`src/rtl/frame_line_reader.sv`:
```
// frame_line_reader: reads stored video frames from memory with AXI4 read
// bursts and streams them out as 64-bit AXI4-Stream, one packet per line.
// A write tracker follows the frame writer so that every new frame starts
// on the freshest complete slot. Each finished frame is released back to the
// writer through a 4-phase done/ack handshake.
//
// Handshake semantics (AR, R and the stream alike): a transfer happens on the
// rising clock edge where valid and ready are both 1. Once valid is raised,
// the payload stays stable until that edge. Ready may change freely.
module frame_line_reader #(
  parameter int unsigned START_ADDR    = 0,
  parameter int unsigned FRAMES_AMOUNT = 3,
  parameter int unsigned FRAME_RES_Y   = 1080,
  parameter int unsigned FRAME_RES_X   = 1920,
  parameter int unsigned BURST_LEN     = 16,
  parameter int unsigned ADDR_WIDTH    = 32
) (
  input  logic                  clk_i,
  input  logic                  rst_n_i,
  // AXI4 read address channel
  output logic                  mem_rd_arvalid,
  input  logic                  mem_rd_arready,
  output logic [ADDR_WIDTH-1:0] mem_rd_araddr,
  output logic [7:0]            mem_rd_arlen,
  output logic [2:0]            mem_rd_arsize,
  output logic [1:0]            mem_rd_arburst,
  output logic [3:0]            mem_rd_arid,
  // AXI4 read data channel
  input  logic                  mem_rd_rvalid,
  output logic                  mem_rd_rready,
  input  logic [63:0]           mem_rd_rdata,
  input  logic [1:0]            mem_rd_rresp,
  input  logic                  mem_rd_rlast,
  // Write side of the memory port is never used
  output logic                  mem_rd_awvalid,
  output logic                  mem_rd_wvalid,
  output logic                  mem_rd_bready,
  // Video stream out, 4 pixels per beat
  output logic                  video_tvalid,
  input  logic                  video_tready,
  output logic [63:0]           video_tdata,
  output logic [7:0]            video_tkeep,
  output logic [7:0]            video_tstrb,
  output logic                  video_tlast,
  output logic                  video_tuser,
  // Frame ownership handshakes with the writer
  input  logic                  wr_done_i,
  output logic                  wr_done_ack_o,
  output logic                  rd_done_o,
  input  logic                  rd_done_ack_i,
  output logic                  err_o,
  // Main FSM state for observation
  output logic [2:0]            dbg_state
);

  localparam int unsigned LINE_BYTES      = FRAME_RES_X * 2;
  localparam int unsigned FRAME_BYTES     = LINE_BYTES * FRAME_RES_Y;
  localparam int unsigned BURST_BYTES     = BURST_LEN * 8;
  localparam int unsigned BURSTS_PER_LINE = LINE_BYTES / BURST_BYTES;
  localparam int unsigned SLOT_W  = (FRAMES_AMOUNT > 1)   ? $clog2(FRAMES_AMOUNT)   : 1;
  localparam int unsigned BURST_W = (BURSTS_PER_LINE > 1) ? $clog2(BURSTS_PER_LINE) : 1;
  localparam int unsigned LINE_W  = (FRAME_RES_Y > 1)     ? $clog2(FRAME_RES_Y)     : 1;

  localparam logic [ADDR_WIDTH-1:0] START_A       = ADDR_WIDTH'(START_ADDR);
  localparam logic [ADDR_WIDTH-1:0] FRAME_BYTES_A = ADDR_WIDTH'(FRAME_BYTES);
  localparam logic [ADDR_WIDTH-1:0] BURST_BYTES_A = ADDR_WIDTH'(BURST_BYTES);
  localparam logic [SLOT_W-1:0]     LAST_SLOT     = SLOT_W'(FRAMES_AMOUNT - 1);
  localparam logic [BURST_W-1:0]    LAST_BURST    = BURST_W'(BURSTS_PER_LINE - 1);
  localparam logic [LINE_W-1:0]     LAST_LINE     = LINE_W'(FRAME_RES_Y - 1);

  typedef enum logic [2:0] {
    IDLE     = 3'd0,
    SEL      = 3'd1,
    ADDR     = 3'd2,
    DATA     = 3'd3,
    DONE_REQ = 3'd4,
    DONE_REL = 3'd5
  } state_t;

  state_t                state_q, state_d;

  logic [SLOT_W-1:0]     wr_slot_q;
  logic [SLOT_W-1:0]     latest_slot_q;
  logic [SLOT_W-1:0]     cur_slot_q;
  logic                  fresh_q;
  logic                  ack_q;
  logic                  err_q;
  logic [ADDR_WIDTH-1:0] araddr_q;
  logic [LINE_W-1:0]     line_q;
  logic [BURST_W-1:0]    burst_q;
  logic                  first_q;

  logic                  wr_take;
  logic                  sel_take_fresh;
  logic                  r_fire;
  logic                  last_burst;
  logic                  last_line;
  logic [SLOT_W-1:0]     sel_slot;
  logic [ADDR_WIDTH-1:0] frame_base;

  assign wr_take        = wr_done_i && !ack_q;
  assign sel_take_fresh = (state_q == SEL) && fresh_q;
  assign r_fire         = mem_rd_rvalid && mem_rd_rready;
  assign last_burst     = (burst_q == LAST_BURST);
  assign last_line      = (line_q == LAST_LINE);
  assign sel_slot       = fresh_q ? latest_slot_q : cur_slot_q;
  assign frame_base     = START_A + ADDR_WIDTH'(sel_slot) * FRAME_BYTES_A;

  // Write tracker: acknowledge writer frames and remember the freshest slot
  always_ff @(posedge clk_i) begin
    if (!rst_n_i) begin
      wr_slot_q     <= '0;
      latest_slot_q <= '0;
      fresh_q       <= 1'b0;
      ack_q         <= 1'b0;
    end else begin
      if (wr_take) begin
        ack_q         <= 1'b1;
        latest_slot_q <= wr_slot_q;
        wr_slot_q     <= (wr_slot_q == LAST_SLOT) ? '0 : wr_slot_q + SLOT_W'(1);
      end else if (!wr_done_i) begin
        ack_q <= 1'b0;
      end
      // A frame completing in the same cycle SEL consumes the flag keeps it set
      if (wr_take) begin
        fresh_q <= 1'b1;
      end else if (sel_take_fresh) begin
        fresh_q <= 1'b0;
      end
    end
  end

  // Main FSM state register
  always_ff @(posedge clk_i) begin
    if (!rst_n_i) begin
      state_q <= IDLE;
    end else begin
      state_q <= state_d;
    end
  end

  // Main FSM next state and channel controls; the data path is pass-through
  always_comb begin
    state_d        = state_q;
    mem_rd_arvalid = 1'b0;
    mem_rd_rready  = 1'b0;
    video_tvalid   = 1'b0;
    video_tlast    = 1'b0;
    video_tuser    = 1'b0;
    rd_done_o      = 1'b0;
    case (state_q)
      IDLE: begin
        if (fresh_q) state_d = SEL;
      end
      SEL: begin
        state_d = ADDR;
      end
      ADDR: begin
        mem_rd_arvalid = 1'b1;
        if (mem_rd_arready) state_d = DATA;
      end
      DATA: begin
        mem_rd_rready = video_tready;
        video_tvalid  = mem_rd_rvalid;
        video_tuser   = first_q;
        video_tlast   = mem_rd_rlast && last_burst;
        if (r_fire && mem_rd_rlast) begin
          state_d = (last_burst && last_line) ? DONE_REQ : ADDR;
        end
      end
      DONE_REQ: begin
        rd_done_o = 1'b1;
        if (rd_done_ack_i) state_d = DONE_REL;
      end
      DONE_REL: begin
        if (!rd_done_ack_i) state_d = SEL;
      end
      default: state_d = IDLE;
    endcase
  end

  // Frame position: slot choice, burst address, line/burst counters, error flag
  always_ff @(posedge clk_i) begin
    if (!rst_n_i) begin
      cur_slot_q <= '0;
      araddr_q   <= '0;
      line_q     <= '0;
      burst_q    <= '0;
      first_q    <= 1'b0;
      err_q      <= 1'b0;
    end else begin
      if (state_q == SEL) begin
        cur_slot_q <= sel_slot;
        araddr_q   <= frame_base;
        line_q     <= '0;
        burst_q    <= '0;
        first_q    <= 1'b1;
      end else if ((state_q == DATA) && r_fire) begin
        first_q <= 1'b0;
        if (mem_rd_rresp != 2'b00) err_q <= 1'b1;
        if (mem_rd_rlast) begin
          araddr_q <= araddr_q + BURST_BYTES_A;
          if (last_burst) begin
            burst_q <= '0;
            line_q  <= line_q + LINE_W'(1);
          end else begin
            burst_q <= burst_q + BURST_W'(1);
          end
        end
      end
    end
  end

  assign mem_rd_araddr  = araddr_q;
  assign mem_rd_arlen   = 8'(BURST_LEN - 1);
  assign mem_rd_arsize  = 3'd3;
  assign mem_rd_arburst = 2'b01;
  assign mem_rd_arid    = 4'd0;
  assign mem_rd_awvalid = 1'b0;
  assign mem_rd_wvalid  = 1'b0;
  assign mem_rd_bready  = 1'b1;

  assign video_tdata    = mem_rd_rdata;
  assign video_tkeep    = 8'hFF;
  assign video_tstrb    = 8'hFF;

  assign wr_done_ack_o  = ack_q;
  assign err_o          = err_q;
  assign dbg_state      = state_q;

endmodule
```
`config.mk`:
```
export PLATFORM = sky130hd
export DESIGN_NAME = frame_line_reader
export DESIGN_NICKNAME = d
export VERILOG_FILES = /design/src/rtl/frame_line_reader.sv
export SDC_FILE = /design/constraint.sdc
export NUM_CORES = 1
export LEC_CHECK = 0
export BUFFER_PORTS_ARGS = -buffer_cell sky130_fd_sc_hd__buf_2
export CAP_MARGIN = 20
export CORE_MARGIN = 3
export CORE_UTILIZATION = 44
export DETAILED_ROUTE_END_ITERATION = 16
export PLACE_DENSITY = 0.81
export SLEW_MARGIN = 0
export SYNTH_ARGS = -nofsm -noshare
export SYNTH_HDL_FRONTEND = slang
export SYNTH_SLANG_ARGS = --single-unit
```
`constraint.sdc`:
```
create_clock -name clk_i -period 2.3 [get_ports clk_i]
set_clock_uncertainty 0.05 [all_clocks]
set_input_delay 0.23 -clock clk_i [delete_from_list [all_inputs] [get_ports clk_i]]
set_output_delay 0.23 -clock clk_i [all_outputs]
set_load 0.01 [all_outputs]
```
# [Yosys cells after proc, flatten, opt, wreduce, memory -nomap -nowiden]
# Index checks and enable logic that the tools add are counted.
[op_classes] n_reduce_logical=19 n_eq_ne=14 addsub=4 n_mux=25 bitwise_logic=2 mul=1
[op_table] op="24-bit two-way mux" count=3
[op_table] op="32-bit by 8-bit adder with 32-bit output (second input constant)" count=1
[op_table] op="3-bit two-way mux" count=6
[op_table] op="3-bit case mux with 6 select lines" count=1
[op_table] op="2-bit by 11-bit multiplier with 13-bit output (second input constant)" count=1
[op_table] op="1-bit two-way mux" count=12
[op_table] op="11-bit by 1-bit adder with 11-bit output (second input constant)" count=1
[op_table] op="11-bit equality test (second input constant)" count=1
[op_table] op="2-bit != test (second input constant)" count=5
[op_table] op="2-bit nonzero test" count=4
[op_table] op="1-bit logical AND" count=7
[op_table] op="3-bit by 2-bit equality test with 1-bit output (second input constant)" count=2
[op_table] op="3-bit equality test (second input constant)" count=2
[op_table] op="3-bit AND reduction" count=2
[op_table] op="5-bit by 1-bit adder with 5-bit output (second input constant)" count=1
[op_table] op="5-bit equality test (second input constant)" count=1
[op_table] op="5-bit two-way mux" count=1
[op_table] op="5-bit AND reduction" count=1
[op_table] op="2-bit two-way mux" count=2
[op_table] op="2-bit AND reduction" count=2
[op_table] op="3-bit by 1-bit equality test with 1-bit output (second input constant)" count=1
[op_table] op="3-bit zero test" count=1
[op_table] op="2-bit by 1-bit adder with 2-bit output (second input constant)" count=1
[op_table] op="2-bit equality test (second input constant)" count=1
[op_table] op="other kinds (4)" count=5
[word_totals] output_inout_bits=143 register_bits=61 input_bits=74 word_cells=77

# [Longest topological paths before layout]
[depth] ltp_word=6 mapped_depth=7 depth_no_buf=6

# [Worst setup path after synthesis]
# Ideal clock, no wire load.
[synth_timing] path_kind="reg2reg" start="register burst_q[0]" end="register line_q[10]" stages_incl_launch_ff=7 required_time_ns=2.115 setup_time_ns=0.135 setup_slack_ns=0.422 synth_period_minus_slack_ns=1.878 t_arrival_ns=1.693 n_path_buf=1 cell_sequence="dfxtp_1 -> ha_1 -> nand4_2 -> or4_1 -> buf_2 -> o311ai_0 -> o41ai_1"
[synth_between] elab_chain_len=2
[synth_rtl] item="start: declaration" line_no="90" text="logic [BURST_W-1:0] burst_q;"
[synth_rtl] item="start signal: assignment" line_no="207" text="burst_q <= burst_q + BURST_W'(1);"
[synth_rtl] item="5-bit equality test" line_no="104" text="assign last_burst = (burst_q == LAST_BURST);"
[synth_rtl] item="3-bit AND reduction (no source line)"
[synth_rtl] item="end signal: assignment" line_no="205" text="line_q <= line_q + LINE_W'(1);"
[synth_rtl] item="end: declaration" line_no="89" text="logic [LINE_W-1:0] line_q;"
# Every way passes these cells.
# A chain may end at the register's enable or synchronous reset.

# [Worst setup path after layout]
[layout_timing] start="register araddr_q[7], in the netlist mem_rd_araddr[7]" end="register araddr_q[31], in the netlist mem_rd_araddr[31]"
[layout_between] elab_chain_len=1
[layout_rtl] item="start: declaration" line_no="88" text="logic [ADDR_WIDTH-1:0] araddr_q;"
[layout_rtl] item="start signal: assignment" line_no="194" text="araddr_q <= frame_base;"
[layout_rtl] item="start signal: assignment" line_no="202" text="araddr_q <= araddr_q + BURST_BYTES_A;"
[layout_rtl] item="32-bit by 8-bit adder with 32-bit output" line_no="202"
# Every way passes these cells.

==> results.md <==
* Worst Setup EP: mem_rd_araddr[31]
* Final wirelength at 8.498 mm
* Async set-reset flop share out of synthesis at 0%
* Lkg Pwr at 1.422 nW
* Number of synthesized flops with an enable pin at 0
* Post-CTS Hold Buffers at 0
* Reg2reg setup slack at 0.23 ns
* Clock Tree Buf Depth at 2
* Pre-Repair DR Iteration Count at 4
* CP Cell Sequence: ha_1, and4_1, nand4bb_1, or4_1, a21oi_1
* Layout cells sized above 1 at 16.52%
* Via density at 5.568
* Yosys warns at 0
* Global-route wire length before repair at 13.89 mm
* RSZ-0062 raised after global routing: false
* Pwr dens at 520.9 nW/um^2
* Cell variety after synth at 52
* Routed length per instance at 15.62 um
* Total setup buffers inserted after CTS at 0
* Min Tclk post-route at 2.068 ns
* Ports at 217
* Required @ worst endpoint at 2.51 ns
* Largest net degree at the start of global routing at 24
* # DRC at 0
* Final setup fails at 0
* Die Width at 97.23 um
* Global-route usage over all layers at 17.33%
* Ant. Diodes at 0
* Synth Instances at 457
* Fin. Hold Viols at 0
* Rel. slew slack at 61.76%
* CP max-delay cell: or4_1
* Synthesized cell area at 3662 sq um
* WHS Path Cells at 2
* Status: finished, final reports clean
* Gr ovfl total at 0
* Clock transition at path regs at 0.10 ns
* Worst Tran Pin Value at 0.5683 ns
* Row Count at 32
* Worst r2r src: mem_rd_araddr[7]
* CP top delay family: simple AND/OR/NAND/NOR gates
* Gpl congestion at 0.8676
* Worst setup path startpoint: mem_rd_araddr[7]
* Synth Flop Type: dfxtp_1
* Reg2reg path depth at 5
* Clk root buf: clkbuf_8
* Reg-to-Reg End: mem_rd_araddr[31]
* Crit. End Element: flop
* Clk sinks at 54
* #FFs+latches synth at 54
* Seq/Total Area, Yosys at 29.52%
* Die ar. at 9454 sq um
* Initial antenna violation count at 0
* Final Power at 0.001831 W
* CP Launch Type: flop
* Max Cap Viol at 0
* Initial Util at 46.43%
* Crit. path cell count at 5
* Maximum VDD drop at 0.2568 mV
* Post-detail-place hpwl at 6.452 mm
* Post-synthesis mux area share at 2.255%
* IO buf count at 45
* Core Area at 7888 sq um
* Chip Height at 97.23 um
* Post-synthesis xor/xnor area fraction at 2.392%
* Fin Setup TNS at 0 ns
* Vias at 3029
* ANT nets after route at 0
* Crit Path Max Fanout at 7
* CTS tree: done
* Compound-Gate Fraction of Synth Area at 13.46%
* Max-slew violations at 0
* Largest family of logic cells by synthesized area: buffers and inverters
* Synth Area in Simple Gates at 24.74%
* CP Data Arrival Time at 2.27 ns
* Latest clock arrival within the worst-skew pair at 0.31 ns
* Fmax at 483.5 MHz
* Vias in the first global route at 2783
* DRT iter0 DRCs at 254
* Critical path type: reg2reg
* Period utilization at 89.92%
* Area grow syn2layout at -4.031%
* Post-cts sizing count at 0
* CTS buffer count at 5
* Net count, final at 522
* Synthesized area per cell at 8.014 sq um
* Worst path bufs/invs at 0
* CTS H-tree depth at 2
* Worst path max stage delay at 0.55 ns
* Hold Crit Class: in2reg
* Adder-Cell Fraction of Synth Area at 2.392%
==> how the worst min path moves through the flow <==
stage,startpoint,to,slack [ns]
after floorplan,wr_done_i,wr_done_ack_o,0.30
after global placement,cur_slot_q[0],cur_slot_q[0],0.39
after detailed placement,cur_slot_q[0],cur_slot_q[0],0.40
after CTS,wr_done_i,wr_done_ack_o,0.09
after global routing,wr_done_i,wr_done_ack_o,0.12
final,wr_done_i,wr_done_ack_o,0.1
==> synthesized netlist by cell type (2+ instances only) <==
library cell	count	share of area, %
a21oi_1	34	4.6
conb_1	2	0.21
o2111ai_1	4	0.96
and4b_1	2	0.55
nand4_1	11	1.9
inv_1	10	1.0
ha_1	7	2.4
clkbuf_2	2	0.27
o211ai_1	5	1.0
buf_4	107	22
and2_1	8	1.4
nand2b_1	8	1.4
a31oi_1	6	1.0
clkbuf_1	10	1.0
and4_1	7	1.7
o311ai_0	2	0.48
nand2_1	31	3.2
or3_1	16	2.7
o31a_1	2	0.48
nand3b_1	2	0.41
nor2_1	25	2.6
buf_2	5	0.68
xnor2_1	4	0.96
dfxtp_1	54	30
xor2_1	6	1.4
o31ai_1	4	0.82
nand3_1	15	2.0
and3_1	3	0.51
nor3_1	7	0.96
o21ai_0	13	1.8
mux2_2	2	0.61
nor4_1	4	0.68
or4_1	15	3.1
mux2i_1	6	1.6
==> layout make-up <==
type | instances | area, sq um
repair buffers | 60 | 337.8
inverters | 11 | 41.29
multi-input cells | 309 | 1818
well taps | 102 | 127.6
flip-flops and latches | 54 | 1081
clock buffers | 5 | 68.82
clock inverters | 3 | 40.04
fillers | 786 | 4373
==> sequential cells by signal (all words and copies together) (netlist names) <==
register,cells
line_q,11
burst_q,5
cur_slot_q,2
wr_slot_q,2
mem_rd_araddr,25
wr_done_ack_o,1
first_q,1
dbg_state,3
fresh_q,1
latest_slot_q,2
err_o,1
==> cells by family after synthesis <==
group | count (synthesis)
simple gates | 161
mux | 8
xor+xnor | 10
fa+ha+maj | 7
compound gates | 80
other cells | 2
buf+inv | 135
flops | 54
==> through the flow <==
stage | instances | setup slack [ns] | hold WS (ns) | cell area (sq um) | utilization [%]
2_1_floorplan | 498 | 0.4216 | 0.3017 | 3816 | -
3_5_place_dp | 536 | 0.2785 | 0.3958 | 3406 | 43.18
6_report | 544 | 0.2319 | 0.09616 | 3515 | 44.56
4_1_cts | 544 | 0.2505 | 0.09420 | 3515 | 44.56
3_3_place_gp | 536 | 0.2993 | 0.3921 | 3406 | 43.18
5_1_grt | 544 | 0.05128 | 0.1197 | 3515 | 44.56
==> per-layer routing <==
layer  routed length, um  vias up  part of all wire, %  GRT usage, %
met3                 628       38                  7.4         3.518
met5                   0        -                    0             0
met4                 199        0                  2.3         7.135
met1                3548     1432                   42         21.57
met2                4120      124                   48         29.19
li1                    -     1435                    -             -
==> cells in the final DEF (no fill, tap or decap), types with 7 or more instances in the layout <==
master,n
a21oi_1,34
and2_1,8
and4_1,7
buf_2,45
buf_4,15
conb_1,43
dfxtp_1,54
ha_1,7
inv_1,10
nand2_1,31
nand2b_1,8
nand3_1,15
nand4_1,11
nor2_1,25
nor3_1,7
o21ai_0,13
or3_1,16
or4_1,15
==> report_power, final <==
part / switching (W) / internal [W] / leakage (nW)
Sequential: 0.0000130 / 0.000949 / 0.436
Combinational: 0.000162 / 0.0000709 / 0.928
Clock: 0.000315 / 0.000321 / 0.0579
No activity file was read; power rests on OpenSTA's default activity.
